`src/rtl/sched_pkg.sv`:
```
// sched_pkg: state encoding and index helpers shared by the conv layer scheduler
package sched_pkg;
  localparam int MAX_LAYERS = 32;
  typedef enum logic [2:0] {S_IDLE, S_CLEAR, S_ISSUE, S_WAIT, S_NEXT, S_FINISH, S_ERROR} sched_state_t;
  function automatic int clog2_min1(input int n);
    return (n <= 2) ? 1 : $clog2(n);
  endfunction
  // lowest set bit of mask strictly above ptr, or -1 when there is none
  function automatic int next_enabled(input logic [MAX_LAYERS-1:0] mask, input int ptr);
    next_enabled = -1;
    for (int i = MAX_LAYERS - 1; i >= 0; i--) if (mask[i] && i > ptr) next_enabled = i;
  endfunction
endpackage

```
`src/rtl/layer_timer.sv`:
```
// layer_timer: per-layer WAIT cycle counter with clear, enable and timeout compare
//   i_clr      zero the counter
//   i_en       advance the counter one step
//   o_cnt      count of the current WAIT cycle (1 on the first WAIT cycle)
//   o_expired  o_cnt has reached TIMEOUT_CYCLES
module layer_timer #(
  parameter int TIMEOUT_CYCLES = 262143,
  parameter int CNT_W = $clog2(TIMEOUT_CYCLES + 1)
) (
  input  logic             clk,
  input  logic             reset,
  input  logic             i_clr,
  input  logic             i_en,
  output logic [CNT_W-1:0] o_cnt,
  output logic             o_expired
);
  logic [CNT_W-1:0] r_cnt;
  always_ff @(posedge clk) begin
    if (reset || i_clr) r_cnt <= '0;
    else if (i_en) r_cnt <= o_cnt;
  end
  assign o_cnt = r_cnt + CNT_W'(1);
  assign o_expired = o_cnt == CNT_W'(TIMEOUT_CYCLES);
endmodule

```
`src/rtl/conv_layer_scheduler.sv`:
```
// conv_layer_scheduler: runs each enabled conv engine in index order (reset, start, wait for done or timeout)
//   run_valid/run_ready  frame request handshake; layer_mask latched on accept
//   abort                cancels the frame in progress
//   layer_rst/start      one-hot single-cycle pulses to the current engine
//   layer_done           engine done levels, only the current bit is looked at
//   busy/frame_done      frame activity and completion pulse
//   error/err_layer      sticky timeout flag and the layer that timed out
//   cur_layer            layer being processed
//   last_cycles          WAIT cycles taken by the most recently completed layer
module conv_layer_scheduler
  import sched_pkg::*;
#(
  parameter int NUM_LAYERS = 4,
  parameter int TIMEOUT_CYCLES = 262143,
  parameter int LAYER_W = clog2_min1(NUM_LAYERS),
  parameter int CNT_W = $clog2(TIMEOUT_CYCLES + 1)
) (
  input  logic                  clk,
  input  logic                  reset,
  input  logic                  run_valid,
  output logic                  run_ready,
  input  logic [NUM_LAYERS-1:0] layer_mask,
  input  logic                  abort,
  output logic [NUM_LAYERS-1:0] layer_rst,
  output logic [NUM_LAYERS-1:0] layer_start,
  input  logic [NUM_LAYERS-1:0] layer_done,
  output logic                  busy,
  output logic                  frame_done,
  output logic                  error,
  output logic [LAYER_W-1:0]    err_layer,
  output logic [LAYER_W-1:0]    cur_layer,
  output logic [CNT_W-1:0]      last_cycles
);
  sched_state_t r_state;
  logic [NUM_LAYERS-1:0] r_mask, r_rst, r_start;
  logic [LAYER_W-1:0] r_ptr, r_err_layer;
  logic [CNT_W-1:0] r_last, w_cnt;
  logic r_ready, r_busy, r_frame_done, r_error, w_expired, w_abort;
  logic [NUM_LAYERS-1:0] w_oh;
  int w_first, w_next;
  assign w_first = next_enabled(MAX_LAYERS'(layer_mask), -1);
  assign w_next = next_enabled(MAX_LAYERS'(r_mask), int'(r_ptr));
  assign w_oh = NUM_LAYERS'(1) << r_ptr;
  assign w_abort = abort && (r_state inside {S_CLEAR, S_ISSUE, S_WAIT, S_NEXT});
  layer_timer #(.TIMEOUT_CYCLES(TIMEOUT_CYCLES), .CNT_W(CNT_W)) u_timer (
    .clk(clk), .reset(reset), .i_clr(r_state == S_ISSUE), .i_en(r_state == S_WAIT),
    .o_cnt(w_cnt), .o_expired(w_expired)
  );
  always_ff @(posedge clk) begin
    if (reset) begin
      r_state <= S_IDLE;
      r_mask <= '0;
      r_rst <= '0;
      r_start <= '0;
      r_ptr <= '0;
      r_err_layer <= '0;
      r_last <= '0;
      r_ready <= 1'b1;
      r_busy <= 1'b0;
      r_frame_done <= 1'b0;
      r_error <= 1'b0;
    end else begin
      r_rst <= '0;
      r_start <= '0;
      r_frame_done <= 1'b0;
      if (w_abort) begin
        r_rst <= w_oh;
        r_state <= S_IDLE;
        r_ready <= 1'b1;
        r_busy <= 1'b0;
      end else begin
        case (r_state)
          S_IDLE, S_ERROR: if (run_valid) begin
            r_mask <= layer_mask;
            r_error <= 1'b0;
            r_ready <= 1'b0;
            r_busy <= 1'b1;
            r_ptr <= (layer_mask == '0) ? '0 : LAYER_W'(w_first);
            if (layer_mask == '0) begin
              r_frame_done <= 1'b1;
              r_state <= S_FINISH;
            end else begin
              r_rst <= NUM_LAYERS'(1) << w_first;
              r_state <= S_CLEAR;
            end
          end
          S_CLEAR: begin
            r_start <= w_oh;
            r_state <= S_ISSUE;
          end
          S_ISSUE: r_state <= S_WAIT;
          S_WAIT: if (layer_done[r_ptr]) begin
            r_last <= w_cnt;
            r_state <= S_NEXT;
          end else if (w_expired) begin
            r_error <= 1'b1;
            r_err_layer <= r_ptr;
            r_rst <= w_oh;
            r_ready <= 1'b1;
            r_busy <= 1'b0;
            r_state <= S_ERROR;
          end
          S_NEXT: if (w_next < 0) begin
            r_frame_done <= 1'b1;
            r_state <= S_FINISH;
          end else begin
            r_ptr <= LAYER_W'(w_next);
            r_rst <= NUM_LAYERS'(1) << w_next;
            r_state <= S_CLEAR;
          end
          S_FINISH: begin
            r_ready <= 1'b1;
            r_busy <= 1'b0;
            r_state <= S_IDLE;
          end
          default: r_state <= S_IDLE;
        endcase
      end
    end
  end
  assign run_ready = r_ready;
  assign layer_rst = r_rst;
  assign layer_start = r_start;
  assign busy = r_busy;
  assign frame_done = r_frame_done;
  assign error = r_error;
  assign err_layer = r_err_layer;
  assign cur_layer = r_ptr;
  assign last_cycles = r_last;
endmodule

```
`config.mk`:
```
export PLATFORM = sky130hd
export DESIGN_NAME = conv_layer_scheduler
export DESIGN_NICKNAME = d
export VERILOG_FILES = /design/src/rtl/sched_pkg.sv /design/src/rtl/layer_timer.sv /design/src/rtl/conv_layer_scheduler.sv
export SDC_FILE = /design/constraint.sdc
export NUM_CORES = 1
export LEC_CHECK = 0
export CAP_MARGIN = 30
export CELL_PAD_IN_SITES_DETAIL_PLACEMENT = 1
export CELL_PAD_IN_SITES_GLOBAL_PLACEMENT = 1
export CORE_MARGIN = 5
export CORE_UTILIZATION = 36
export DETAILED_ROUTE_END_ITERATION = 10
export HOLD_SLACK_MARGIN = 0.06
export PLACE_DENSITY = 0.84
export SLEW_MARGIN = 20
export SYNTH_ARGS = -nofsm -noshare
export SYNTH_HDL_FRONTEND = slang
export SYNTH_SLANG_ARGS = --single-unit
```
`constraint.sdc`:
```
create_clock -name clk -period 2.71 [get_ports clk]
set_clock_uncertainty 0.05 [all_clocks]
set_input_delay 0.542 -clock clk [delete_from_list [all_inputs] [get_ports clk]]
set_output_delay 0.542 -clock clk [all_outputs]
set_load 0.05 [all_outputs]
```
==> results.json, run 1 <==
{
  "nets": 471,
  "crit_required_ns": 2.89,
  "grt_pass1_vias": 3329,
  "dr.pass1.iters": 4,
  "p_per_area_nw_per_um2": 619,
  "cts_tree": "built",
  "critPathMaxStageDelay_ns": 0.52,
  "syn_inst": 392,
  "finalCritPeriodShare_pct": 97.5,
  "slew_headroom_pct": 64.3,
  "synth_edf_count": 0,
  "core_area_um2": 8590,
  "synthesis.area_um2": 3120,
  "routabilityCongestion": 0.863,
  "syn-num-nets": 406,
  "num_rows": 34,
  "antenna_found_initial": 0,
  "synth-main-ff-cell": "dfxtp_1",
  "antennaDiodeCount": 0,
  "overflow": 0,
  "holdWs_ns": 0.453,
  "tightest_slew_ns": 0.532,
  "cts_inserted_buffers": 9,
  "yosys.area.top_type": "dfxtp_1",
  "track_usage_pct": 20.0,
  "cp_slowest_cell": "or4_4",
  "worstSetupEndpointType": "register",
  "timing.critical_path.mode_cell": "or4_4",
  "cp_max_fo": 2,
  "ant_nets": 0,
  "drtIter0Drc": 116,
  "start_kind": "register",
  "r2r_cells": 7,
  "cts_buffer_depth": 2,
  "fp.dieW_um": 103,
  "maxSlewViolCount": 0,
  "min_path_cells": 2,
  "fp.dieH_um": 103,
  "remaining_drc_errors": 0,
  "finalHoldViolCount": 0,
  "worst-setup-path-type": "reg -> reg",
  "wl_per_cell_um": 17.9,
  "p_leak_nw": 1.43,
  "hpwl_um": 7570,
  "ys_types": 53,
  "cap_violations": 0,
  "ys_seq_area_share_pct": 37.2,
  "finish.utilization_pct": 48.0,
  "async_flop_share_pct": 0,
  "hold_class": "reg -> reg",
  "outcome": "completed",
  "cts.clk_slew.worst_paths_ns": 0.07,
  "finalPower_mw": 2.55,
  "dpl_worst_slack_ns": 0.0239,
  "setup_viol_count_final": 0,
  "h-tree-depth": 3,
  "synth-seq-cells": 58,
  "finalNonFillerCells": 570,
  "post-place-cells": 554,
  "grt_pass1_wl_um": 16600,
  "ys_top_cells_by_area": "dfxtp_1 (37%), nor2_1 (7.2%), a211oi_1 (4.3%)",
  "worstPathArrival_ns": 2.82,
  "vias": 3184,
  "crit_chain": "ha_4 -> nand4_1 -> or4_4 -> a221o_1 -> or3_4 -> or4_4 -> a31o_1",
  "final.min_clock_period_ns": 2.64,
  "syn2layout_area_growth_pct": 32.1,
  "avgViaCountPerCell": 5.59,
  "n_fill_cell": 1043,
  "synth_top_area_share_pct": 37.2,
  "ios": 46,
  "synth_warnings": 0,
  "final_common_cell": "nor2_1",
  "root_buffer": "clkbuf_8",
  "irDropWorstVdd_v": 0.000233,
  "fin_ws_ns": 0.0671,
  "drive_gt1_share_pct": 15.4,
  "grt_max_degree": 37,
  "clock-sinks": 58,
  "insertion_delay_ns": 0.34,
  "port_buffers": 45,
  "initial_core_util_pct": 36.4,
  "wl_um": 10200,
  "die_area_um2": 10600,
  "layout_common_cells": "nor2_1 (60), dfxtp_1 (51), clkdlybuf4s50_1 (45), buf_4 (37), nand2_1 (25)",
  "synth_area_per_cell_um2": 7.97,
  "max_freq_mhz": 378
}
[layer usage]
layer | share of wire, % | up-vias | track usage, % | routed length [µm]
li1 | - | 1537 | - | -
met1 | 42 | 1561 | 22.8 | 4270
met4 | 2.3 | 0 | 7.37 | 236
met2 | 52 | 67 | 36.3 | 5290
met5 | 0 | - | 0 | 0
met3 | 4.0 | 19 | 4.47 | 407
[critical path: cells and delay by family (launching register included)]
family / cells / cell delay (ns)
DFF: 1 / 0.36
and+or+nand+nor: 4 / 1.42
adders and majority gates: 1 / 0.14
AOI/OAI and AO/OA: 2 / 0.56
[logic make-up after synthesis]
| kind of cell | after synthesis | synth area share [%] |
|---|---|---|
| buffers and inverters | 38 | 4.73 |
| AO/OA/AOI/OAI | 91 | 19.7 |
| multiplexers | 4 | 1.68 |
| adder cells (fa/ha/maj) | 2 | 0.801 |
| flip-flops | 58 | 37.2 |
| XOR/XNOR | 30 | 8.41 |
| AND/OR/NAND/NOR | 169 | 27.5 |
[metrics by stage]
step / setup TNS [ns] / instance area, µm²
global route: -0.0104 / 4130
CTS: 0 / 4120
detailed placement: 0 / 3900
global placement: 0 / 3900
finish: 0 / 4130
floorplan: 0 / 3150
[flip-flops by register name (all words and copies together) (netlist names)]
signal and count:
u_timer.r_cnt 18, r_state 3, layer_start 4, run_ready 1
layer_rst 4, frame_done 1, r_mask 3, cur_layer 2
busy 1, last_cycles 18, error 1, err_layer 2
[timing repair]
action	CTS	global route
gates resized for setup	0	7
endpoints found under the hold margin	0	0
setup endpoints to repair	0	3
hold buffers	0	0
buffers inserted	0	0
[cells in the mapped netlist, drive strengths merged, types with 2 or more instances]
master  number
xnor2       15
o21ai       18
a31o         2
nor2        60
dfxtp       58
or4          3
xor2        15
nand4       10
and2         2
clkbuf      24
a21oi       22
o41ai        3
a32o         2
nand3b       2
nor3        14
nor3b        5
nor4         4
a211oi      18
nand2b       9
a31oi        2
inv         10
o22a         3
ha           2
mux2i        3
nand3       14
or3          6
a311oi       3
buf          4
nand2       25
a32oi        5
and3         4
nor2b        5
or2          2
o21bai       3
[cell type report]
class	instances	area [µm²]	share of cell area, %
timing repair buffer	82	728	17.6
inverter	10	37.5	0.909
multi-input combinational	296	1840	44.5
tap	108	135	3.27
clock inverter	5	77.6	1.88
sequential	58	1170	28.3
clock buffer	11	141	3.43
[power by group]
group          internal (mW)  switching, mW  leakage (nW)
logic                  0.245          0.460         0.845
registers              0.906         0.0360         0.473
clock network          0.540          0.367         0.109
total                   1.69          0.863          1.43
[path summary, 6_finish.rpt]
kind	slack, ns	endpoint	start
setup reg to reg	0.07	busy	u_timer.r_cnt[1]
hold reg to reg	0.45	last_cycles[2]	last_cycles[2]
hold / removal	0.45	last_cycles[2]	last_cycles[2]
setup / recovery	0.07	busy	u_timer.r_cnt[1]
No activity file was read; power rests on OpenSTA's default activity.
==> run 2: changes to the inputs <==
Settings changed: CORE_UTILIZATION 36 to 37, SYNTH_HIERARCHICAL set to 1.
==> run 2 against run 1 <==
  * The flow now finishes with violations (negative setup slack)
  * Final cell count fell by 5.3%
  * Maximum frequency fell by 3.3%
  * First-iteration DRC count fell by 4.3%
  * Worst setup slack got worse by 0.091 ns
  * Critical path depth rose by 5
==> results.json, run 2 <==
{
  "finalPower_mw": 1.94,
  "drive_gt1_share_pct": 22.5,
  "grt_use_met3_pct": 4.08,
  "syn2layout_area_growth_pct": 34.5,
  "port_buffers": 45,
  "power_switching_mw": 0.610,
  "yosysMostFrequentCell": "nor2_1",
  "hold_class": "reg -> reg",
  "finalHoldViolCount": 0,
  "clock-sinks": 58,
  "cp_max_fo": 5,
  "vias": 2951,
  "slew_headroom_pct": 62.6,
  "fp.dieW_um": 101,
  "avgViaCountPerCell": 5.46,
  "wl_um": 9970,
  "remaining_drc_errors": 0,
  "max_freq_mhz": 366,
  "p_leak_nw": 1.67,
  "cap_violations": 0,
  "ys_seq_area_share_pct": 37.9,
  "cts_tree": "built",
  "async_flop_share_pct": 0,
  "synth_top_area_share_pct": 37.9,
  "antennaDiodeCount": 0,
  "synth_warnings": 6,
  "finalCritPeriodShare_pct": 101,
  "p_per_area_nw_per_um2": 470,
  "overflow": 0,
  "synth-main-ff-cell": "dfxtp_1",
  "synthesis.area_um2": 3060,
  "die_area_um2": 10200,
  "final_common_cell": "nor2_1",
  "dr.pass1.iters": 4,
  "final.min_clock_period_ns": 2.73,
  "cts.clk_slew.worst_paths_ns": 0.07,
  "setup_viol_count_final": 1,
  "drtIter0Drc": 111,
  "design_area_um2": 4120,
  "ys_top_cells_by_area": "dfxtp_1 (38%), nor2_1 (8.1%), mux2i_1 (7.2%)",
  "yosys.area.top_type": "dfxtp_1",
  "synthTopCellsByCount": "nor2_1 (66), dfxtp_1 (58), mux2i_1 (22)",
  "antenna_found_initial": 0,
  "violations": "negative setup slack",
  "core_area_um2": 8130,
  "syn-num-nets": 370,
  "busiest_layer": "met2",
  "grt_max_degree": 21,
  "postCtsHoldBufs": 0,
  "ios": 46,
  "outcome": "finished, violations left",
  "finish.utilization_pct": 50.6,
  "grt_pass1_vias": 3207,
  "placed_cell_area_um2": 3810,
  "finalNonFillerCells": 540,
  "p_sw_share_pct": 31.5,
  "ys_types": 64,
  "initial_core_util_pct": 37.6,
  "hpwl_um": 6900,
  "pwr-share-seq_pct": 47.2,
  "rsz0062_at_grt": "true",
  "worstSetupEndpointType": "register",
  "ant_nets": 0,
  "grt_pass1_wl_um": 15500,
  "insertion_delay_ns": 0.35,
  "root_buffer": "clkbuf_8",
  "worstPathArrival_ns": 2.97,
  "layout_common_cells": "nor2_1 (65), dfxtp_1 (50), clkdlybuf4s50_1 (45), buf_4 (40), mux2i_1 (22)",
  "cts_inserted_buffers": 9,
  "post-place-cells": 520,
  "tightest_slew_ns": 0.559,
  "synth_area_per_cell_um2": 8.60,
  "gr-usage-met2_pct": 35.7,
  "track_usage_pct": 19.4,
  "fp.dieH_um": 101,
  "crit_required_ns": 2.94,
  "worst-setup-path-type": "reg -> reg",
  "maxSlewViolCount": 0,
  "irDropWorstVdd_v": 0.000227,
  "p_int_mw": 1.33,
  "cts_buffer_depth": 2,
  "num_rows": 33,
  "nets": 444,
  "wl_per_cell_um": 18.5,
  "syn_inst": 356,
  "synth-seq-cells": 58,
  "synth_edf_count": 0,
  "grt_util_met1_pct": 21.1,
  "p_clk_share_pct": 36.6,
  "routabilityCongestion": 0.842,
  "h-tree-depth": 3,
  "start_kind": "register",
  "combinationalPowerShare_pct": 16.2,
  "fin_ws_ns": -0.0238
}
[run 2: cell types whose count changed in the layout (fill, tap and decap cells not counted), sizes merged, moves of 6 or more]
cell    before  now
mux2i        3   22
a211oi      18    2
a21oi       22   12
nor3        14    4
o21ai       18    8
nor2        60   66
[run 2: stage by stage]
| step | setup TNS, ns | setup slack (ns) | hold WS, ns |
|---|---|---|---|
| floorplan | 0 | 0.0215 | 0.382 |
| global placement | 0 | 0.0936 | 0.390 |
| detailed placement | 0 | 0.0169 | 0.415 |
| CTS | 0 | 0.00442 | 0.429 |
| global route | -0.567 | -0.143 | 0.450 |
| finish | -0.0238 | -0.0238 | 0.422 |
[run 2: worst max-delay path, stage by stage (launching register included)]
cell,delay [ns]
dfxtp_4,0.37
ha_4,0.17
buf_4,0.14
xor2_1,0.17
nand3_1,0.14
nor3b_2,0.25
o2111a_1,0.25
and4_4,0.27
inv_4,0.06
nor4_4,0.38
or2_4,0.20
a32oi_1,0.10
nor2_1,0.13
[run 2: final timing paths]
check | from | endpoint | slack (ns) | cells past startpoint
setup reg to reg | u_timer/r_cnt[0] | layer_rst[2] | -0.02 | 12
setup / recovery | u_timer/r_cnt[0] | layer_rst[2] | -0.02 | 12
hold reg to reg | r_mask[1] | r_mask[1] | 0.42 | 2
hold / removal | r_mask[1] | r_mask[1] | 0.42 | 2
[run 2: kinds of logic (layout without fill, tap and decap cells)]
logic type,Yosys count,after routing,share of synthesized area (%)
AO/OA/AOI/OAI,52,52,13.0
flip-flops,58,58,37.9
XOR/XNOR,28,28,8.01
AND/OR/NAND/NOR,156,156,26.2
adder cells (fa/ha/maj),2,2,0.818
multiplexers,24,24,8.30
buffers and inverters,36,115,5.64
[run 2: final cells by class]
type	count	area, µm²
Fill cell	985	4020
Inverter	13	51.3
Sequential cell	58	1180
Clock inverter	7	46.3
Clock buffer	9	124
Timing Repair Buffer	86	771
Tap cell	105	131
Multi-Input combinational cell	262	1820
[run 2: power by group through the flow]
stage	clock, mW	sequential, mW	combinational, mW
CTS	0.725	0.912	0.307
detailed placement	0	0.933	0.303
floorplan	0	0.953	0.169
global route	0.767	0.919	0.335
finish	0.708	0.914	0.313
global placement	0	0.931	0.291
[run 2: layer usage]
| layer | vias up | part of all wire [%] |
|---|---|---|
| li1 | 1401 | - |
| met1 | 1446 | 40 |
| met2 | 75 | 53 |
| met3 | 29 | 3.3 |
| met4 | 0 | 3.2 |
| met5 | - | 0 |
[run 2: timing repair]
item                                    4_1_cts  5_1_grt
gates resized for setup                       7       25
pin swaps                                     4       13
setup buffers                                 0        4
endpoints found under the setup margin        7       10
==> run 3: changes to the inputs <==
Settings changed: CTS_CLUSTER_DIAMETER set to 200.
==> results of run 3 <==
No change in the layout: final DEF, timing and power equal those of run 2.
